**src/rtl/ota_cmp_monitor_if.sv**
```systemverilog
`default_nettype none
// ============================================================================
//  Module      : ota_cmp_monitor_if
//  Description : Result channel of the OTA comparator monitor. Carries the
//                per-window high-time and rising-edge counts with a
//                valid/ready handshake.
//  Revision    : 1.0  initial release
// ============================================================================
interface ota_cmp_monitor_if #(
  parameter int WIN_W = 8
);
  logic [WIN_W:0] res_high;
  logic [WIN_W:0] res_edges;
  logic           res_valid;
  logic           res_ready;

  // Producer side (the monitor)
  modport master (
    output res_high,
    output res_edges,
    output res_valid,
    input  res_ready
  );

  // Consumer side
  modport slave (
    input  res_high,
    input  res_edges,
    input  res_valid,
    output res_ready
  );
endinterface
`default_nettype wire

```
**src/rtl/ota_cmp_monitor.sv**
```systemverilog
`default_nettype none
// ============================================================================
//  Module      : ota_cmp_monitor
//  Description : Synchronises and deglitches the raw comparator decision,
//                emits level/edge pulses and measures high-time and rising
//                edge count over back-to-back programmable windows.
//  Revision    : 1.0  initial release
// ============================================================================
module ota_cmp_monitor #(
  parameter int FILT_LEN = 4,
  parameter int WIN_W    = 8
) (
  input  logic              clk,
  input  logic              rst_n,
  input  logic              cmp_in_i,
  input  logic              en_i,
  input  logic [WIN_W-1:0]  win_len_i,
  output logic              filt_out_o,
  output logic              rise_p_o,
  output logic              fall_p_o,
  output logic              ovr_o,
  ota_cmp_monitor_if.master res_if
);

  // Filter counter only ever needs to reach FILT_LEN (at most 15)
  localparam int               c_FCW      = 4;
  localparam logic [c_FCW-1:0] c_FILT_LEN = c_FCW'(FILT_LEN);

  localparam logic [0:0] c_IDLE = 1'b0;
  localparam logic [0:0] c_RUN  = 1'b1;

  // Synchroniser and filter state
  logic             sync1_q, sync2_q;
  logic [c_FCW-1:0] fcnt_q, fcnt_d;
  logic             filt_q, filt_d;
  logic             rise_q, rise_d;
  logic             fall_q, fall_d;

  // Window FSM and datapath state
  logic [0:0]       state_q, state_d;
  logic [WIN_W-1:0] win_cnt_q, win_cnt_d;
  logic [WIN_W-1:0] len_q, len_d;
  logic [WIN_W:0]   acc_high_q, acc_high_d;
  logic [WIN_W:0]   acc_edges_q, acc_edges_d;
  logic [WIN_W:0]   res_high_q, res_high_d;
  logic [WIN_W:0]   res_edges_q, res_edges_d;
  logic             valid_q, valid_d;
  logic             ovr_q, ovr_d;

  logic             w_start;
  logic             w_count;
  logic             w_close;
  logic             w_accept;
  logic [c_FCW-1:0] w_fcnt_inc;
  logic [WIN_W:0]   w_high_sum;
  logic [WIN_W:0]   w_edge_sum;

  // Two-flop synchroniser for the asynchronous comparator bit
  always_ff @(posedge clk or negedge rst_n) begin
    if (!rst_n) begin
      sync1_q <= 1'b0;
      sync2_q <= 1'b0;
    end else begin
      sync1_q <= cmp_in_i;
      sync2_q <= sync1_q;
    end
  end

  // Consecutive-disagreement filter: toggle after FILT_LEN mismatching samples
  always_comb begin
    w_fcnt_inc = fcnt_q + 1'b1;
    fcnt_d     = '0;
    filt_d     = filt_q;
    rise_d     = 1'b0;
    fall_d     = 1'b0;
    if (sync2_q != filt_q) begin
      if (w_fcnt_inc == c_FILT_LEN) begin
        filt_d = ~filt_q;
        rise_d = ~filt_q;
        fall_d = filt_q;
      end else begin
        fcnt_d = w_fcnt_inc;
      end
    end
  end

  // Filter registers; edge pulses update on the same edge as the level
  always_ff @(posedge clk or negedge rst_n) begin
    if (!rst_n) begin
      fcnt_q <= '0;
      filt_q <= 1'b0;
      rise_q <= 1'b0;
      fall_q <= 1'b0;
    end else begin
      fcnt_q <= fcnt_d;
      filt_q <= filt_d;
      rise_q <= rise_d;
      fall_q <= fall_d;
    end
  end

  // FSM state register
  always_ff @(posedge clk or negedge rst_n) begin
    if (!rst_n) state_q <= c_IDLE;
    else        state_q <= state_d;
  end

  // FSM next state: enable starts a run, dropping enable aborts it
  always_comb begin
    state_d = state_q;
    case (state_q)
      c_IDLE:  if (en_i)  state_d = c_RUN;
      c_RUN:   if (!en_i) state_d = c_IDLE;
      default: state_d = c_IDLE;
    endcase
  end

  // FSM outputs: window start and per-edge counting qualifiers
  always_comb begin
    w_start = 1'b0;
    w_count = 1'b0;
    case (state_q)
      c_IDLE:  w_start = en_i;
      c_RUN:   w_count = en_i;
      default: ;
    endcase
  end

  assign w_close    = w_count && (win_cnt_q == len_q);
  assign w_accept   = valid_q && res_if.res_ready;
  // Totals include the current edge: pre-edge level and a 0->1 toggle now
  assign w_high_sum = acc_high_q  + {{WIN_W{1'b0}}, filt_q};
  assign w_edge_sum = acc_edges_q + {{WIN_W{1'b0}}, rise_d};

  // Window accumulation, result capture and handshake bookkeeping
  always_comb begin
    win_cnt_d   = win_cnt_q;
    len_d       = len_q;
    acc_high_d  = acc_high_q;
    acc_edges_d = acc_edges_q;
    res_high_d  = res_high_q;
    res_edges_d = res_edges_q;
    valid_d     = valid_q;
    ovr_d       = ovr_q;

    if (w_start) begin
      win_cnt_d   = '0;
      acc_high_d  = '0;
      acc_edges_d = '0;
      len_d       = win_len_i;
      ovr_d       = 1'b0;
    end else if (w_count) begin
      if (w_close) begin
        // Next window begins on the following edge with no gap
        win_cnt_d   = '0;
        acc_high_d  = '0;
        acc_edges_d = '0;
        len_d       = win_len_i;
      end else begin
        win_cnt_d   = win_cnt_q + 1'b1;
        acc_high_d  = w_high_sum;
        acc_edges_d = w_edge_sum;
      end
    end

    if (w_close) begin
      // A consumer taking the old result on this edge frees the slot
      if (!valid_q || res_if.res_ready) begin
        res_high_d  = w_high_sum;
        res_edges_d = w_edge_sum;
        valid_d     = 1'b1;
      end else begin
        ovr_d = 1'b1;
      end
    end else if (w_accept) begin
      valid_d = 1'b0;
    end
  end

  // Window datapath registers
  always_ff @(posedge clk or negedge rst_n) begin
    if (!rst_n) begin
      win_cnt_q   <= '0;
      len_q       <= '0;
      acc_high_q  <= '0;
      acc_edges_q <= '0;
      res_high_q  <= '0;
      res_edges_q <= '0;
      valid_q     <= 1'b0;
      ovr_q       <= 1'b0;
    end else begin
      win_cnt_q   <= win_cnt_d;
      len_q       <= len_d;
      acc_high_q  <= acc_high_d;
      acc_edges_q <= acc_edges_d;
      res_high_q  <= res_high_d;
      res_edges_q <= res_edges_d;
      valid_q     <= valid_d;
      ovr_q       <= ovr_d;
    end
  end

  assign filt_out_o       = filt_q;
  assign rise_p_o         = rise_q;
  assign fall_p_o         = fall_q;
  assign ovr_o            = ovr_q;
  assign res_if.res_high  = res_high_q;
  assign res_if.res_edges = res_edges_q;
  assign res_if.res_valid = valid_q;

endmodule
`default_nettype wire

```
**src/flat_wrapper.sv**
```systemverilog
// flat-port wrapper written by rule: the top's interface ports become plain ports
module ota_cmp_monitor_flat 
#(
  parameter int FILT_LEN = 4,
  parameter int WIN_W    = 8
)
  (clk, rst_n, cmp_in_i, en_i, win_len_i, filt_out_o, rise_p_o, fall_p_o, ovr_o, res_if_res_high, res_if_res_edges, res_if_res_valid, res_if_res_ready);
  ota_cmp_monitor_if #(.WIN_W(WIN_W)) res_if_i ();
  input  logic clk;
  input  logic rst_n;
  input  logic cmp_in_i;
  input  logic en_i;
  input  logic [WIN_W-1:0] win_len_i;
  output logic filt_out_o;
  output logic rise_p_o;
  output logic fall_p_o;
  output logic ovr_o;
  output wire logic [$bits(res_if_i.res_high)-1:0] res_if_res_high;
  output wire logic [$bits(res_if_i.res_edges)-1:0] res_if_res_edges;
  output wire logic [$bits(res_if_i.res_valid)-1:0] res_if_res_valid;
  input wire logic [$bits(res_if_i.res_ready)-1:0] res_if_res_ready;
  assign res_if_res_high = res_if_i.res_high;
  assign res_if_res_edges = res_if_i.res_edges;
  assign res_if_res_valid = res_if_i.res_valid;
  assign res_if_i.res_ready = res_if_res_ready;
  ota_cmp_monitor #(.FILT_LEN(FILT_LEN), .WIN_W(WIN_W)) u_core (.clk(clk), .rst_n(rst_n), .cmp_in_i(cmp_in_i), .en_i(en_i), .win_len_i(win_len_i), .filt_out_o(filt_out_o), .rise_p_o(rise_p_o), .fall_p_o(fall_p_o), .ovr_o(ovr_o), .res_if(res_if_i));
endmodule
```
**config.mk**
```make
export PLATFORM = sky130hd
export DESIGN_NAME = ota_cmp_monitor_flat
export DESIGN_NICKNAME = d
export VERILOG_FILES = /design/src/rtl/ota_cmp_monitor_if.sv /design/src/rtl/ota_cmp_monitor.sv /design/src/flat_wrapper.sv
export SDC_FILE = /design/constraint.sdc
export NUM_CORES = 1
export LEC_CHECK = 0
export CAP_MARGIN = 20
export CORE_UTILIZATION = 60
export DETAILED_ROUTE_END_ITERATION = 12
export HOLD_SLACK_MARGIN = 0.08
export PLACE_DENSITY = 0.95
export SYNTH_ARGS = -nofsm -noshare
export SYNTH_HDL_FRONTEND = slang
export SYNTH_SLANG_ARGS = --single-unit
```
**constraint.sdc**
```tcl
create_clock -name clk -period 6.8 [get_ports clk]
set_input_delay 1.7 -clock clk [delete_from_list [all_inputs] [get_ports clk]]
set_output_delay 1.7 -clock clk [all_outputs]
set_load 0.02 [all_outputs]
```
Yosys cells after proc, flatten, opt, wreduce, memory -nomap -nowiden
Cells that the tools add are included.
- word-level logic and storage cells: 62
- register bits after elaboration: 64
- RAM bits: 0
- bits in latches: 0
- memories: 0
- bits in read-only memories: 0
- shifts and indexed selects: 0
- reductions and logical operators: 11
- order comparisons: 0
- add/subtract/negate cells: 4
- mux-type cells: 27
- equality and inequality tests: 4
- bitwise logic cells: 1
- divide/modulo/power cells: 0
- multiply operators: 0
- operator list (kind ; count):
    9-bit 2-to-1 mux ; 6
    8-bit 2-to-1 mux ; 6
    9-bit by 1-bit adder with 9-bit output ; 2
    1-bit 2-to-1 mux ; 13
    8-bit by 1-bit adder with 8-bit output (second input constant) ; 1
    8-bit equality test ; 1
    4-bit 2-to-1 mux ; 2
    2-bit AND reduction ; 4
    2-bit nonzero test ; 3
    4-bit by 1-bit adder with 4-bit output (second input constant) ; 1
    4-bit by 3-bit equality test with 1-bit output (second input constant) ; 1
    1-bit logical AND ; 2
    2-bit != test (second input constant) ; 1
    1-bit logical NOT ; 1
    1-bit logical OR ; 1
    1-bit != test ; 1
    1-bit NOT ; 1

Logic depth before layout (Yosys ltp)
Gate-level depths: netlist (run 1).
- word-level depth: 8
- depth in mapped cells: 9

Least setup slack after synthesis (run 1)
OpenSTA, ideal clock, no wires.
- kind: input -> register
- start point: input en_i
- end point: register u_core.res_edges_q[0], in the netlist u_core.res_if.res_edges[0]
- arrival: 3.170 ns
- setup slack: 3.506 ns
- buffers on the path: 1
- stages on the path: 5
- data required time: 6.675 ns
- cells stage by stage: nand2_1 or4_4 nor4b_4 buf_6 mux2_2
- word-level cells in the longest chain between the ends: 3
- RTL lines (element ; RTL line ; RTL):
    from (decl) ; flat_wrapper.sv:12 ; input logic en_i;
    1-bit 2-to-1 mux ; ota_cmp_monitor.sv:122 ; case (state_q)
    1-bit logical AND ; ota_cmp_monitor.sv:129 ; assign w_close = w_count && (win_cnt_q == len_q);
    2-bit AND reduction (no line) ; - ;
    to (signal assigned) ; ota_cmp_monitor.sv:197 ; res_edges_q <= res_edges_d;
    to (decl) ; ota_cmp_monitor.sv:46 ; logic [WIN_W:0] res_edges_q, res_edges_d;
Every way passes these cells.
A chain may end at the register's enable or synchronous reset.

Final worst setup path (run 1)
- start point: input en_i
- end point: register u_core.len_q[1]
- word-level cells in the longest chain between the ends: 4
- RTL lines (element ; RTL line ; RTL):
    1-bit 2-to-1 mux ; ota_cmp_monitor.sv:122 ;
    1-bit logical AND ; ota_cmp_monitor.sv:129 ;
    2-bit nonzero test (no line) ; - ;
    2-bit AND reduction (no line) ; - ;
    to (signal assigned) ; ota_cmp_monitor.sv:193 ; len_q <= len_d;
    to (decl) ; ota_cmp_monitor.sv:42 ; logic [WIN_W-1:0] len_q, len_d;
Several ways; a longest one is shown, not always the timed one.

==> results_dict.tcl, run 1 <==
set metrics [dict create \
    gp_congestion 0.8198 \
    num-fill-cells 379 \
    final_cells 408 \
    fp.dieW_um 75.35 \
    antenna_found_initial 0 \
    r2r_cells 5 \
    synth_fa_ha_area_share_pct 2.326 \
    power_leakage_nw 1.628 \
    fin_nets 352 \
    wl_per_cell_um 17.61 \
    slowest_stage "nor2_1" \
    synth_cells 303 \
    initial_core_util_pct 62.80 \
    required_ns 7.08 \
    n_antenna_cell 0 \
    fin_setup_tns_ns 0 \
    synthSimpleGateAreaFrac_pct 18.06 \
    vdd_drop_max_mv 0.1468 \
    grt_pass1_wl_um 11570 \
    numCtsBuffers 9 \
    synth-seq-area-share_pct 49.61 \
    synth_top_family_by_area "simple AND/OR/NAND/NOR gates" \
    hpwl_um 4217 \
    synth_top_area_share_pct 49.61 \
    synth_area_per_cell_um2 10.65 \
    placed_cells 391 \
    synth_area_leaders "dfrtp_1 50%, xor2_1 7.1%, mux2_2 6.6%, nand3_1 3.9%, xnor2_1 3.8%" \
    grt.overflow.total 0 \
    clockBufferDepth 2 \
    r2r_start "u_core.state_q$_DFF_PN0_" \
    fin_ws_ns 2.697 \
    viasPerCell 6.181 \
    finalHoldViolCount 0 \
    syn_area_mm2 0.003228 \
    power_density_mw_per_mm2 217.1 \
    crit_fanout 42 \
    synth_xor_area_share_pct 10.85 \
    slowest_delay_ns 1.02 \
    synthArstFlopShare_pct 100.0 \
    setup_viol 0 \
    min_path_type "reg -> reg" \
    slew_headroom_pct 20.74 \
    ys_warn_count 0 \
    utilization_pct 73.69 \
    cp_num_buf_inv 3 \
    ctsHoldBuffers 0 \
    holdPathStages 0 \
    place_ws_ns 2.028 \
    ys_seq_elements 64 \
    cp-start-kind "primary input" \
    critical_path_class "in -> reg" \
    synth_cell_type_count 34 \
    cts_resized 0 \
    grt_usage_pct 27.91 \
    tightest_slew_ns 1.184 \
    cts_num_sinks 64 \
    period_needed_ns 4.103 \
    syn_nets 322 \
    grt_pass1_vias 2458 \
    synth_compound_area_share_pct 8.527 \
    ys.flop_type "dfrtp_1" \
    drt-pass1-iter-count 5 \
    syn2layout_area_growth_pct 17.33 \
    top_level_ports 36 \
    core_area_mm2 0.005140 \
    vias 2522 \
    postCtsSetupBuffers 0 \
    synth_largest_area_cell "dfrtp_1" \
    drt_iter0_drc 216 \
    cap_violations 0 \
    fmax_mhz 243.7 \
    hold_start "u_core.sync1_q$_DFF_PN0_" \
    synth_enable_flop_cells 0 \
    antenna_left 0 \
    cts_root_buf "clkbuf_8" \
    cts_tree "done" \
    grt_max_degree 65 \
    crit_start "en_i" \
    htree_levels 3 \
    drive_gt1_share_pct 12.72 \
    seqPwrFrac_pct 51.9 \
    dieArea_mm2 0.005678 \
    fin_worst_skew_ns 0.009630 \
    io_buffers 35 \
    swShare_pct 28.52 \
    intPower_w 0.0005877 \
    maxSlewViolCount 0 \
    path_cells "clkdlybuf4s50_1 -> buf_4 -> inv_1 -> nor2_1 -> a222oi_1 -> nand3_1" \
    clockPowerShare_pct 35.5 \
    endpoint_kind "flip-flop" \
    path_clk_slew_ns 0.07 \
    power.switching_w 0.0002344 \
    r2r_end "u_core.res_if.res_high[5]$_DFFE_PN0P_" \
    crit_arrival_ns 4.38 \
    r2r_slack_ns 4.29 \
    status "completed" \
    routed_wl_um 7185 \
    rsz0062_at_grt "no" \
    clk_latency_ns 0.35 \
    floorplan.rows 26 \
    crit_family "buffers and inverters" \
    power_frac_comb_pct 12.6 \
    die_h_um 75.35 \
    post-route-drc-count 0 \
    period_share_pct 60.34 \
    synthMuxAreaShare_pct 7.558 \
    min_to "u_core.sync2_q$_DFF_PN0_" \
]
[state kept, by name, summed over array words and instances (netlist names), 4 cells and up]
signal / flops
u_core.res_if.res_edges: 9
u_core.res_if.res_high: 9
u_core.fcnt_q: 4
u_core.acc_edges_q: 9
u_core.win_cnt_q: 8
u_core.len_q: 8
u_core.acc_high_q: 9
[cell usage after synthesis, types with 2 or more instances]
library cell	n
nor3b_1	2
o2bb2ai_1	7
xnor2_1	14
and2_1	8
nor4_1	2
nand2b_1	2
o21ai_0	8
mux2i_1	3
o31ai_1	2
xor2_1	26
a21oi_1	13
nor3_1	10
nand3_1	25
a222oi_1	8
nor2_1	12
inv_1	2
clkbuf_1	16
nand2_1	23
ha_1	6
mux2_2	19
buf_2	4
and3_1	3
or4_1	8
nand4_1	7
dfrtp_1	64
[cells in the final DEF (no fill, tap or decap), types with 2 or more instances in the layout]
cell type | synthesis | routed
a21oi_1 | 13 | 13
a222oi_1 | 8 | 8
and2_1 | 8 | 8
and3_1 | 3 | 3
buf_4 | 0 | 4
clkbuf_8 | 0 | 10
clkdlybuf4s50_1 | 0 | 34
clkinv_2 | 0 | 4
clkinvlp_4 | 0 | 2
dfrtp_1 | 64 | 64
ha_1 | 6 | 6
inv_1 | 2 | 2
mux2_2 | 19 | 19
mux2i_1 | 3 | 3
nand2_1 | 23 | 23
nand2b_1 | 2 | 2
nand3_1 | 25 | 25
nand4_1 | 7 | 7
nor2_1 | 12 | 12
nor3_1 | 10 | 10
nor3b_1 | 2 | 2
nor4_1 | 2 | 2
o21ai_0 | 8 | 8
o2bb2ai_1 | 7 | 7
o31ai_1 | 2 | 2
or4_1 | 8 | 8
xnor2_1 | 14 | 14
xor2_1 | 26 | 26
[per-stage QoR]
step	area, um^2	power [W]	hold slack [ns]
6_report	3787	0.0008222	0.3560
5_1_grt	3787	0.0008518	0.3605
3_3_place_gp	3600	0.0005260	0.3412
2_1_floorplan	3228	0.0004897	0.3312
3_5_place_dp	3600	0.0005339	0.3426
4_1_cts	3772	0.0008218	0.3588
[layout make-up]
cell class                      instances  area (um^2)  area share (%)
Clock buffer                           10        137.6           3.634
Tap cell                               70        87.58           2.313
Inverter                                2        7.507          0.1982
Sequential cell                        64         1602           42.29
Timing Repair Buffer                   40        390.4           10.31
Clock inverter                          6        35.03          0.9250
Multi-Input combinational cell        216         1528           40.34
[how the worst max path moves through the flow]
stage | end | slack, ns | cells after the start
floorplan | u_core.res_if.res_edges[0]$_DFFE_PN0P_ | 3.51 | 5
global placement | u_core.res_if.res_edges[8]$_DFFE_PN0P_ | 2.11 | 6
detailed placement | u_core.res_if.res_high[5]$_DFFE_PN0P_ | 2.03 | 6
CTS | u_core.res_if.res_high[5]$_DFFE_PN0P_ | 2.38 | 6
global route | u_core.len_q[1]$_DFFE_PN0P_ | 2.59 | 6
finish | u_core.len_q[1]$_DFFE_PN0P_ | 2.70 | 6
[power groups by stage]
| stage | clock [W] | combinational [W] | sequential (W) |
|---|---|---|---|
| 2_1_floorplan | 0 | 0.0000603 | 0.000429 |
| 3_3_place_gp | 0 | 0.0000958 | 0.000430 |
| 3_5_place_dp | 0 | 0.000101 | 0.000433 |
| 4_1_cts | 0.000293 | 0.000103 | 0.000425 |
| 5_1_grt | 0.000308 | 0.000115 | 0.000429 |
| 6_report | 0.000292 | 0.000104 | 0.000426 |
[logic make-up after synthesis]
logic type	count (synthesis)
fa+ha+maj	6
buf+inv	23
compound gates	40
xor+xnor	40
flops	64
simple gates	108
mux	22
[per-layer routing]
layer  wire [um]  global-route usage [%]  up-vias
met5           0                       0        -
met1        2892                   34.98     1230
met3         437                   5.820       20
met2        3694                   46.03      123
met4         161                   14.40        0
li1            -                       -     1149
Power figures use the tool's default switching activity.
==> inputs of run 2 (changes only) <==
--- a/config.mk
+++ b/config.mk
@@ -6,10 +6,10 @@
 export NUM_CORES = 1
 export LEC_CHECK = 0
 export CAP_MARGIN = 20
-export CORE_UTILIZATION = 60
+export CORE_UTILIZATION = 56
 export DETAILED_ROUTE_END_ITERATION = 12
 export HOLD_SLACK_MARGIN = 0.08
-export PLACE_DENSITY = 0.95
+export PLACE_DENSITY = 0.9
 export SYNTH_ARGS = -nofsm -noshare
 export SYNTH_HDL_FRONTEND = slang
 export SYNTH_SLANG_ARGS = --single-unit
==> constraint.sdc (replaced) <==
create_clock -name clk -period 3.8 [get_ports clk]
set_input_delay 0.95 -clock clk [delete_from_list [all_inputs] [get_ports clk]]
set_output_delay 0.95 -clock clk [all_outputs]
set_load 0.02 [all_outputs]
==> run 2 against run 1 <==
Clock skew shrank 0.0019 ns. Sequential share of layout area shrank 0.54 points. Final cell count increased by 1.5%. Critical path depth unchanged. Sequential power increased by 78%. Non-clock buffer count up 4. Via count is 3.8% lower.
==> results_dict.tcl, run 2 (same netlist as run 1, synthesis figures left out) <==
set metrics [dict create \
    postPlaceCellArea_mm2 0.003640 \
    core_area_mm2 0.005540 \
    period_needed_ns 2.702 \
    crit_fanout 20 \
    cap_violations 0 \
    fin_nets 356 \
    mostFrequentLayoutCell "dfrtp_1" \
    finalHoldViolCount 0 \
    rsz0062_at_grt "no" \
    fp.dieW_um 77.93 \
    routed_wl_um 6397 \
    syn2layout_area_growth_pct 18.84 \
    endpoint_kind "flip-flop" \
    cts_tree "done" \
    slew_headroom_pct 47.40 \
    antenna_found_initial 0 \
    initial_core_util_pct 58.27 \
    gp_congestion 0.7629 \
    crit_arrival_ns 2.93 \
    power_leakage_nw 1.654 \
    r2r_end "u_core.res_if.res_edges[4]$_DFFE_PN0P_" \
    r2r_cells 5 \
    path_cells "clkdlybuf4s50_1 -> nand2_1 -> or4_4 -> nor4b_4 -> buf_4 -> mux2_2" \
    place_ws_ns 0.7341 \
    io_buffers 35 \
    drt-pass1-iter-count 4 \
    ctsHoldBuffers 0 \
    post-route-drc-count 0 \
    die_h_um 77.93 \
    viasPerCell 5.862 \
    r2r_start "u_core.len_q[7]$_DFFE_PN0P_" \
    postLayoutCellArea_mm2 0.003836 \
    crit_family "simple AND/OR/NAND/NOR gates" \
    num-fill-cells 418 \
    tightest_slew_ns 0.7890 \
    setup_viol 0 \
    top_level_ports 36 \
    cp-start-kind "primary input" \
    drive_gt1_share_pct 13.74 \
    postCtsSetupBuffers 0 \
    holdPathStages 0 \
    path_clk_slew_ns 0.07 \
    n_antenna_cell 0 \
    fin_setup_tns_ns 0 \
    layout_common_cells "64 x dfrtp_1, 34 x clkdlybuf4s50_1, 26 x xor2_1" \
    hold_start "u_core.sync1_q$_DFF_PN0_" \
    hpwl_um 4108 \
    floorplan.rows 27 \
    grt_pass1_wl_um 10760 \
    cts_root_buf "clkbuf_8" \
    status "completed" \
    critical_path_class "in -> reg" \
    min_path_type "reg -> reg" \
    wl_per_cell_um 15.45 \
    power_density_mw_per_mm2 395.7 \
    clockBufferDepth 2 \
    period_share_pct 71.12 \
    required_ns 4.03 \
    grt_max_degree 65 \
    cts_resized 0 \
    slowest_stage "or4_4" \
    r2r_slack_ns 1.46 \
    cts_num_sinks 64 \
    utilization_pct 69.24 \
    fmax_mhz 370.0 \
    grt.overflow.total 0 \
    slowest_delay_ns 0.57 \
    antenna_left 0 \
    dieArea_mm2 0.006072 \
    maxSlewViolCount 0 \
    htree_levels 3 \
    grt_usage_pct 23.22 \
    vias 2427 \
    grt_pass1_vias 2313 \
    min_to "u_core.sync2_q$_DFF_PN0_" \
    clk_latency_ns 0.34 \
    fin_ws_ns 1.098 \
    numCtsBuffers 9 \
    cp_num_buf_inv 2 \
    drt_iter0_drc 159 \
    vdd_drop_max_mv 0.2704 \
    fin_worst_skew_ns 0.007761 \
]
==> run 2: worst register-to-register path: cells and delay by family, from the launching register on <==
family	cells	cell delay, ns
buf+inv	1	0.25
mux	1	0.35
xor+xnor	1	0.20
simple gates	2	1.01
flops	1	0.41
==> run 2: worst max path at each step <==
| stage | cells past startpoint | start | to | slack, ns |
|---|---|---|---|---|
| 2_1_floorplan | 5 | en_i | u_core.res_if.res_edges[0]$_DFFE_PN0P_ | 1.26 |
| 3_5_place_dp | 6 | en_i | u_core.res_if.res_edges[4]$_DFFE_PN0P_ | 0.73 |
| 4_1_cts | 6 | en_i | u_core.res_if.res_edges[4]$_DFFE_PN0P_ | 1.11 |
| 5_1_grt | 6 | en_i | u_core.res_if.res_edges[0]$_DFFE_PN0P_ | 1.04 |
| 3_3_place_gp | 6 | en_i | u_core.res_if.res_edges[6]$_DFFE_PN0P_ | 0.79 |
| 6_report | 6 | en_i | u_core.res_if.res_edges[4]$_DFFE_PN0P_ | 1.10 |
==> run 2: per-layer routing <==
metal  vias up  track usage [%]  wire [um]
li1       1165                -          -
met1      1186            30.58       2826
met2        68            36.99       3165
met3         8            6.118        333
met4         0            8.519         72
met5         -                0          0
==> run 2: where the power goes <==
group	leakage (nW)	switching [W]	internal (W)	total, W
Clock	0.0952	0.000273	0.000302	0.000575
Sequential	0.847	0.0000413	0.000718	0.000759
Combinational	0.712	0.0000978	0.0000862	0.000184
Total	1.65	0.000412	0.00111	0.00152
==> run 2: metrics by stage <==
stage                     hold WS (ns)  total power [W]  cells
after CTS                       0.3593         0.001534    414
final                           0.3546         0.001518    414
after global routing            0.3622         0.001595    414
after detailed placement        0.3418        0.0009553    398
after global placement          0.3364        0.0009449    398
after floorplan                 0.3312        0.0008764    303
==> run 2: final cells by class <==
type                            count  area (um^2)  share of cell area [%]
Clock buffer                        9        123.9                   3.229
Inverter                            2        7.507                  0.1957
Tap cell                           72        90.09                   2.348
Clock inverter                      7        72.57                   1.892
Timing Repair Buffer               44        412.9                   10.76
Sequential cell                    64         1602                   41.75
Multi-Input combinational cell    216         1528                   39.82
